==> src/rtl/alu_share_ctrl.sv <==
// alu_share_ctrl: round-robin arbiter and sequencer time-sharing one 64-bit ALU between two ports
module alu_share_ctrl #(
  parameter int SETTLE_CYCLES = 2
) (
  input  logic        clk,
  input  logic        rst_n,
  input  logic [1:0]  req_valid,
  output logic [1:0]  req_ready,
  input  logic [63:0] req_a0,
  input  logic [63:0] req_b0,
  input  logic [63:0] req_a1,
  input  logic [63:0] req_b1,
  input  logic [2:0]  req_cntrl0,
  input  logic [2:0]  req_cntrl1,
  output logic [1:0]  rsp_valid,
  input  logic [1:0]  rsp_ready,
  output logic [63:0] rsp_result,
  output logic [3:0]  rsp_flags,
  output logic [63:0] alu_a,
  output logic [63:0] alu_b,
  output logic [2:0]  alu_cntrl,
  input  logic [63:0] alu_result,
  input  logic        alu_negative,
  input  logic        alu_zero,
  input  logic        alu_overflow,
  input  logic        alu_carry_out,
  output logic        busy
);
  localparam logic [1:0] IDLE = 2'd0;
  localparam logic [1:0] EXEC = 2'd1;
  localparam logic [1:0] RESP = 2'd2;
  logic [1:0]  state_q, state_d;
  logic        ptr_q, ptr_d;
  logic        port_q, port_d;
  logic [3:0]  cnt_q, cnt_d;
  logic [63:0] alu_a_q, alu_a_d, alu_b_q, alu_b_d;
  logic [2:0]  alu_cntrl_q, alu_cntrl_d;
  logic [63:0] rsp_result_q, rsp_result_d;
  logic [3:0]  rsp_flags_q, rsp_flags_d;
  logic [1:0]  rsp_valid_q, rsp_valid_d;
  logic        win;
  // pick the winning port and offer ready only to it, only while idle
  always_comb begin
    win = (req_valid == 2'b11) ? ptr_q : req_valid[1];
    req_ready = (state_q == IDLE && |req_valid) ? (win ? 2'b10 : 2'b01) : 2'b00;
  end
  // sequence grant -> settle countdown -> response hold
  always_comb begin
    state_d = state_q;
    ptr_d = ptr_q;
    port_d = port_q;
    cnt_d = cnt_q;
    alu_a_d = alu_a_q;
    alu_b_d = alu_b_q;
    alu_cntrl_d = alu_cntrl_q;
    rsp_result_d = rsp_result_q;
    rsp_flags_d = rsp_flags_q;
    rsp_valid_d = rsp_valid_q;
    case (state_q)
      IDLE: if (|req_ready) begin
        alu_a_d = win ? req_a1 : req_a0;
        alu_b_d = win ? req_b1 : req_b0;
        alu_cntrl_d = win ? req_cntrl1 : req_cntrl0;
        port_d = win;
        ptr_d = (req_valid == 2'b11) ? ~ptr_q : ptr_q;
        cnt_d = 4'(SETTLE_CYCLES - 1);
        state_d = EXEC;
      end
      EXEC: if (cnt_q == 4'd0) begin
        rsp_result_d = alu_result;
        rsp_flags_d = {alu_negative, alu_zero, alu_overflow, alu_carry_out};
        rsp_valid_d = port_q ? 2'b10 : 2'b01;
        state_d = RESP;
      end else begin
        cnt_d = cnt_q - 4'd1;
      end
      RESP: if (rsp_ready[port_q]) begin
        rsp_valid_d = 2'b00;
        state_d = IDLE;
      end
      default: state_d = IDLE;
    endcase
  end
  // state registers; reset aborts any in-flight op
  always_ff @(posedge clk or negedge rst_n) begin
    if (!rst_n) begin
      state_q <= IDLE;
      ptr_q <= 1'b0;
      port_q <= 1'b0;
      cnt_q <= 4'd0;
      alu_a_q <= 64'd0;
      alu_b_q <= 64'd0;
      alu_cntrl_q <= 3'd0;
      rsp_result_q <= 64'd0;
      rsp_flags_q <= 4'd0;
      rsp_valid_q <= 2'b00;
    end else begin
      state_q <= state_d;
      ptr_q <= ptr_d;
      port_q <= port_d;
      cnt_q <= cnt_d;
      alu_a_q <= alu_a_d;
      alu_b_q <= alu_b_d;
      alu_cntrl_q <= alu_cntrl_d;
      rsp_result_q <= rsp_result_d;
      rsp_flags_q <= rsp_flags_d;
      rsp_valid_q <= rsp_valid_d;
    end
  end
  assign alu_a = alu_a_q;
  assign alu_b = alu_b_q;
  assign alu_cntrl = alu_cntrl_q;
  assign rsp_result = rsp_result_q;
  assign rsp_flags = rsp_flags_q;
  assign rsp_valid = rsp_valid_q;
  assign busy = state_q != IDLE;
endmodule

==> config.mk <==
export PLATFORM = sky130hd
export DESIGN_NAME = alu_share_ctrl
export DESIGN_NICKNAME = d
export VERILOG_FILES = /design/src/rtl/alu_share_ctrl.sv
export SDC_FILE = /design/constraint.sdc
export NUM_CORES = 1
export LEC_CHECK = 0
export ABC_AREA = 1
export CAP_MARGIN = 40
export CORE_AREA = 5 5 205 207
export CTS_CLUSTER_DIAMETER = 50
export CTS_CLUSTER_SIZE = 16
export DETAILED_ROUTE_END_ITERATION = 7
export DIE_AREA = 0 0 210 212
export GPL_TIMING_DRIVEN = 0
export REMOVE_ABC_BUFFERS = 1
export SLEW_MARGIN = 20
export SYNTH_ARGS = -nofsm -noshare
export SYNTH_HDL_FRONTEND = slang
export SYNTH_SLANG_ARGS = --single-unit
export TNS_END_PERCENT = 10
==> constraint.sdc <==
create_clock -name clk -period 3.52 [get_ports clk]
set_input_delay 0.704 -clock clk [delete_from_list [all_inputs] [get_ports clk]]
set_output_delay 0.704 -clock clk [all_outputs]
set_load 0.005 [all_outputs]
======== After elaboration in Yosys (flattened, before gate mapping) ========
Cells that the tools add are included.
Widths: inputs -> output; s select.
operators by class
  $add $sub $neg .......................... 1
  order comparisons ....................... 1
  equal/unequal tests ..................... 7
  muxes and demuxes ....................... 18
  bitwise logic cells ..................... 1
  reductions and logical operators ........ 14
operators with widths
  operator             count
  $mux 64              2
  $mux 2               7
  $reduce_and 3->1     4
  $mux 4               2
  $pmux 4 s2           1
  $ne 2x2->1 const B   3
  $pmux 2 s3           1
  $reduce_bool 2->1    3
  $eq 2x2->1 const B   2
  $logic_not 4->1      1
  $pmux 2 s2           1
  $reduce_and 2->1     2
  $reduce_or 2->1      2
  $sub 4x1->4 const B  1
  $mux 1               3
  $mux 3               1
  $eq 2x1->1 const B   1
  $logic_not 2->1      1
  $lt 1x2->1 const B   1
  $ne 2x1->1 const B   1
  $logic_and 1x1->1    1
  $not 1->1            1
word-level totals
  register bits ........................... 209

======== Longest topological paths before layout ========
Gate-level depths: netlist (run 1).
  depth in word-level cells ............... 7
  mapped depth ............................ 9

======== Least setup slack after synthesis (run 1) ========
OpenSTA, ideal clock, no wires.
  path type ............................... input-to-output
  start point ............................. in req_valid[0]
  end point ............................... out req_ready[0]
  data arrival time ....................... 1.222 ns
  data required time ...................... 2.816 ns
  setup slack ............................. 1.594 ns
  cell stages on the path ................. 5
  path buffers ............................ 1
  cells stage by stage .................... nand2_1 nand2_1 inv_2 nor2_4 buf_2
on the way
  cells in the longest elaborated chain, start to end .. 4
  elaborated cells on any way between the ends .. 6
ends and longest elaborated chain
  item         RTL line  text
  from (decl)  7         input logic [1:0] req_valid,
  $eq 2x2->1   44        win = (req_valid == 2'b11) ? ptr_q : req_valid[1];
  $mux 1       44
  $mux 2       45        req_ready = (state_q == IDLE && |req_valid) ? (win ? 2'b10 : 2'b01) : 2'b00;
  $mux 2 (*)   45
  to (decl)    8         output logic [1:0] req_ready,
Every way passes the cells marked *; elsewhere a longest branch is shown, timed or not.

======== Worst setup path after layout (run 1) ========
Same ends and word-level chain as after synthesis.

==> out/results.ini, run 1 <==
[placed_design]
dpl-instance-area_um2 = 15050
pre_cts_ws_ps = -570.9
portBuffers = 539
place_inst = 2088
dpl.hpwl_um = 29000
gp_congestion = 0.8595

[clock_network]
clk_latency_ps = 550
cts-root-buf = clkbuf_16
clock_sinks = 209
cts_tree = built
path_clk_slew_ps = 60
cts.path.max_buffers = 3
cts-htree-levels = 1
cts_buffers = 29

[floorplan]
dieArea_um2 = 44520
initial_core_util_pct = 21.65
fp.dieW_um = 210
pin_count = 540
core_region_area_um2 = 40180
placementRows = 74
die_h_um = 212

[setup_path]
crit_path_max_fanout = 29
worst-setup-path-type = in -> out
worstSetupEndpointType = output pin
cp_data_arrival_time_ps = 2790
path_cells = clkdlybuf4s50_1, o21ai_4, nor2_4, buf_12, buf_16, buf_16, clkdlybuf4s50_1
reg2regPathDepth = 9
critPathBufInv = 5
r2r_start = state_q[0]$_DFFE_PN0P_
crit_slowest_cell = o21ai_4
r2r-end = alu_b[10]$_DFFE_PN0P_
critPathLaunchType = input pin
crit_family = buffers and inverters
slowest_delay_ps = 500
critPathRequiredTime_ps = 2820
reg2reg_slack_ps = 1510

[final_layout]
area_growth_pct = 85.26
nNetsFinal = 1929
final_cell_mix = nand2_1 (614), clkdlybuf4s50_1 (537), dfrtp_1 (209), nand3_1 (135), clkbuf_16 (29)
final_cells = 2146
multi_input_area_um2 = 3184
final_common_cell = nand2_1
n_fill_cell = 3968
design_area_um2 = 16120
seq_area_um2 = 5230
drive_gt1_share_pct = 5.394

[detailed_routing]
wl_per_cell_um = 17.46
postRouteAntennaNets = 0
viasPerCell = 4.267
drt_iter0_markers = 419
wirelength_um = 37470
dr.pass1.iters = 5
vias = 9158
drc = 0

[logic_synthesis]
yosysSeqAreaShare_pct = 60.12
avgSynthCellArea_um2 = 8.270
ys_ff_latch = 209
synth_top_cell_by_area = dfrtp_1
synth_cell_types = 16
synth_area_um2 = 8700
synth.area.top_cells = dfrtp_1 (60%), nand2_1 (27%), nand3_1 (7.8%)
yosysWarnings = 0
synth_top_cell_area_share_pct = 60.12
synth_cells = 1052

[sta]
rsz0062_at_grt = yes
hold_violations = 0
setup_viol = 0
worstMarginPinSlew_ps = 585.9
slew_viol_final = 0
final.min_clock_period_ps = 3491
fin_ws_ps = 29.02
period_share_pct = 99.18
fin_skew_ps = 12.54
clock.fmax_mhz = 286.5
fin_setup_tns_ps = 0
slew_headroom_pct = 60.79
timing.hold.ws_ps = 75.97

[global_routing]
grt_max_degree = 83
overflow = 0
grt_usage_pct = 15.89
grt_pass1_wl_um = 56170
grt_pass1_vias = 9550
antenna_found_initial = 4

[power]
pwr_density_cell_nw_per_um2 = 838.9
cellLeakagePower_nw = 7.261
ir_drop_mv = 0.3570

[flow_run]
maxCapViolCount = 0

[min_path]
min_path_type = in -> async

[status]
status = finished clean

## through the flow
step                      util (%)  power [mW]
after CTS                    40.17       13.77
after global placement       36.08       10.21
after floorplan                  -       6.411
after global routing         40.11       14.49
final                        40.11       13.52
after detailed placement     37.46       10.55
## metal layers
metal  global-route usage (%)  part of all wire, %
met5                        0                0.021
met4                    3.713                  1.6
met3                    6.655                   11
met2                    27.68                   49
met1                    18.30                   39
## worst max path at each step
stage,from,to,slack [ps],cells after the start
after CTS,req_valid[0],req_ready[1],5,9
final,req_valid[0],req_ready[0],30,7
after floorplan,req_valid[1],req_ready[0],-390,2
after detailed placement,req_valid[1],req_ready[1],-570,9
after global placement,rst_n,alu_b[5]$_DFFE_PN0P_,-7770,1
after global routing,req_valid[0],req_ready[0],-60,7
## logic make-up after synthesis
group                    synth area share, %
AO/OA/AOI/OAI                         0.4746
XOR/XNOR                              0.2014
adder cells (fa/ha/maj)               0.2876
buffers and inverters                  3.509
flip-flops                             60.12
AND/OR/NAND/NOR                        35.41
## state kept, by name (all words and copies together), names as in the netlist
| register | count |
|---|---|
| port_q | 1 |
| state_q | 2 |
| rsp_result | 64 |
| alu_a | 64 |
| alu_b | 64 |
| rsp_valid | 2 |
| cnt_q | 4 |
| alu_cntrl | 3 |
| ptr_q | 1 |
| rsp_flags | 4 |
## timing repair
action / CTS / global route
endpoints found under the setup margin: 2 / 2
hold buffers: 0 / 0
setup buffers: 4 / 0
gates cloned: 2 / 0
resized for setup: 2 / 0
pin swaps: 2 / 1
## final cells by class
type / instances / area share [%]
Clock buffer: 32 / 4.635
Timing Repair Buffer: 564 / 37.12
Inverter: 11 / 0.2562
Antenna cell: 1 / 0.01553
Clock inverter: 21 / 1.638
Multi-Input combinational cell: 776 / 19.76
Sequential cell: 209 / 32.45
Tap cell: 532 / 4.130
## where the power goes
part | internal (mW) | switching (mW) | total [mW]
Combinational | 3.48 | 2.73 | 6.21
Sequential | 3.61 | 0.685 | 4.29
Clock | 1.75 | 1.27 | 3.02
Total | 8.83 | 4.69 | 13.5
## cells in the mapped netlist
master / n
nand3_1: 136
nor2_2: 2
o21ai_0: 5
xor2_1: 2
ha_1: 2
nand4_1: 3
o21ai_4: 1
nor2_1: 7
buf_2: 37
clkbuf_1: 17
dfrtp_1: 209
inv_1: 9
inv_2: 2
nor2_4: 3
nand2_1: 615
buf_4: 2
Power figures use the tool's default switching activity.
==> run 2: changes to the inputs <==
--- a/config.mk
+++ b/config.mk
@@ -6,9 +6,8 @@
 export NUM_CORES = 1
 export LEC_CHECK = 0
 export ABC_AREA = 1
-export CAP_MARGIN = 40
 export CORE_AREA = 5 5 205 207
-export CTS_CLUSTER_DIAMETER = 50
+export CTS_CLUSTER_DIAMETER = 40
 export CTS_CLUSTER_SIZE = 16
 export DETAILED_ROUTE_END_ITERATION = 7
 export DIE_AREA = 0 0 210 212
==> run 2 against run 1 <==
Clock skew shrank 1.2 ps. Final cell count increased by 0.89%. Hold slack gained 31 ps. Global-route usage is 0.50 points higher. Core utilization is 0.81 points higher. Total power rose by 5.6%. Cell area grew 2.0%. Sequential share of layout area decreased by 0.64 points. Routed wire length is 1.7% higher.
==> out/results.ini, run 2 (same netlist as run 1, synthesis figures left out) <==
[status]
status = finished clean

[setup_path]
worstSetupEndpointType = output pin
r2r_start = state_q[0]$_DFFE_PN0P_
crit_path_max_fanout = 25  ; -14%
reg2reg_slack_ps = 1450  ; -60 ps
r2r-end = alu_b[10]$_DFFE_PN0P_
worstSetupStartpoint = state_q[0]$_DFFE_PN0P_
cp_data_arrival_time_ps = 2450  ; -340 ps
critPathRequiredTime_ps = 2820  ; about the same
reg2regPathDepth = 10  ; +1
path_cells = nor2_4, o21ai_4, nor2_4, buf_12, buf_16, buf_16, clkdlybuf4s50_1
crit_slowest_cell = clkdlybuf4s50_1
critPathLaunchType = flop
crit_family = buffers and inverters
worst-setup-path-type = reg -> out
critPathBufInv = 4  ; -1
slowest_delay_ps = 520  ; +20 ps

[clock_network]
cts-root-buf = clkbuf_16
clock_sinks = 209  ; unchanged
cts_buffers = 38  ; +31%
cts-htree-levels = 2  ; +1
clk_latency_ps = 520  ; -30 ps
cts.path.max_buffers = 3  ; unchanged
path_clk_slew_ps = 50  ; about the same
cts_tree = built

[detailed_routing]
wl_per_cell_um = 17.61  ; +0.85%
dr_wl_met3_um = 4445  ; +11%
dr.pass1.iters = 5  ; unchanged
drc = 0  ; unchanged
wl_met1_um = 14500  ; -0.43%
wirelength_um = 38120  ; +1.7%
wl_met2_um = 17800  ; -2.6%
drt_iter0_markers = 327  ; -22%
vias = 9204  ; +0.50%
postRouteAntennaNets = 0  ; unchanged
viasPerCell = 4.251  ; -0.38%
top_layer = met5

[sta]
hold_violations = 0  ; unchanged
timing.hold.ws_ps = 106.8  ; +30.82 ps
setup_viol = 0  ; unchanged
slew_headroom_pct = 69.92  ; +9.1 points
final.min_clock_period_ps = 3154  ; -336.5 ps
fin_ws_ps = 365.6  ; +336.5 ps
worstMarginPinSlew_ps = 451.3  ; -134.7 ps
clock.fmax_mhz = 317.0  ; +11%
fin_skew_ps = 11.32  ; -1.221 ps
period_share_pct = 89.61  ; -9.6 points
slew_viol_final = 0  ; unchanged
rsz0062_at_grt = no
fin_setup_tns_ps = 0  ; unchanged

[floorplan]
initial_core_util_pct = 21.65  ; unchanged
pin_count = 540  ; unchanged
die_h_um = 212  ; unchanged
core_region_area_um2 = 40180  ; unchanged
dieArea_um2 = 44520  ; unchanged
fp.dieW_um = 210  ; unchanged
placementRows = 74  ; unchanged

[final_layout]
final_common_cell = nand2_1
fin_util_pct = 40.91  ; +0.81 points
area_growth_pct = 88.98
n_fill_cell = 3964  ; -0.10%
nNetsFinal = 1941  ; +0.62%
design_area_um2 = 16440  ; +2.0%
final_cells = 2165  ; +0.89%
final_cell_mix = nand2_1 (614), clkdlybuf4s50_1 (536), dfrtp_1 (209), nand3_1 (135), clkbuf_16 (42)
drive_gt1_share_pct = 6.442  ; +1.0 points

[placed_design]
portBuffers = 539  ; unchanged
dpl-instance-area_um2 = 15050  ; unchanged
pre_cts_ws_ps = -575.3  ; -4.384 ps
gp_congestion = 0.8595  ; unchanged
place_inst = 2088  ; unchanged
dpl.hpwl_um = 28960  ; -0.14%

[power]
total_power_mw = 14.28  ; +5.6%
pwr-share-clk_pct = 26.2  ; +3.9 points
p_int_mw = 9.541  ; +8.0%
pwr_density_cell_nw_per_um2 = 868.5  ; +3.5%
pwr-share-seq_pct = 30.1  ; -1.6 points
p_switching_mw = 4.738  ; +1.1%
switching_share_pct = 33.18  ; -1.5 points
cellLeakagePower_nw = 7.441  ; +2.5%
combPwrFrac_pct = 43.7  ; -2.2 points
ir_drop_mv = 0.4513  ; +26%

[min_path]
min_path_type = in -> async

[flow_run]
maxCapViolCount = 0  ; unchanged

[global_routing]
antenna_found_initial = 5  ; +1
overflow = 0  ; unchanged
grt_max_degree = 83  ; unchanged
grt_usage_pct = 16.39  ; +0.50 points
grt_pass1_wl_um = 57130  ; +1.7%
grt_pass1_vias = 9731  ; +1.9%

==> run 2: changes by cell type in the layout (fill, tap and decap cells not counted), sizes merged, moves of 2 or more <==
cell,change
diode,+2
inv,-6
clkbuf,+16
buf,+2
clkinv,+3
==> run 2: worst register-to-register path, cell delays in order, from the launching register on <==
cell,delay (ps)
dfrtp_1,420
nor2_4,180
o21ai_4,90
buf_4,210
buf_16,190
buf_16,180
buf_16,180
buf_16,180
buf_8,180
nand2_1,70
nand3_1,80
==> run 2: cell type report <==
type                       instances  area (um2)  share of cell area [%]
tap                              532       665.6                   4.049
clock inverter                    20       209.0                   1.271
inverter                          11       41.29                  0.2511
antenna                            3       7.507                 0.04566
multi-input combinational        776        3184                   19.37
clock buffer                      47        1099                   6.682
sequential                       209        5230                   31.81
timing repair buffer             567        6005                   36.52
==> run 2: worst max path at each step <==
stage,end,cells after the start,slack [ps]
floorplan,req_ready[0],2,-390
global placement,alu_b[5]$_DFFE_PN0P_,1,-7770
detailed placement,req_ready[1],9,-580
CTS,req_ready[0],7,20
global route,req_ready[0],7,260
finish,req_ready[0],7,370
==> run 2: power by group through the flow <==
stage / Clock, mW / Combinational [mW] / Sequential, mW
finish: 3.74 / 6.24 / 4.30
global route: 3.96 / 6.87 / 4.45
CTS: 3.84 / 6.35 / 4.31
detailed placement: 0 / 6.25 / 4.30
global placement: 0 / 5.93 / 4.28
floorplan: 0 / 2.08 / 4.33
==> run 2: per-layer routing <==
layer,vias up,track usage (%)
li1,4394,-
met1,4274,18.37
met2,454,27.10
met3,80,7.658
met4,2,6.751
met5,-,0
==> run 2: timing repair <==
item,CTS,global route
cloned,2,1
resized for setup,2,1
setup endpoints to repair,2,2
hold buffers,0,0
buffers inserted,4,3
pin swaps,2,2
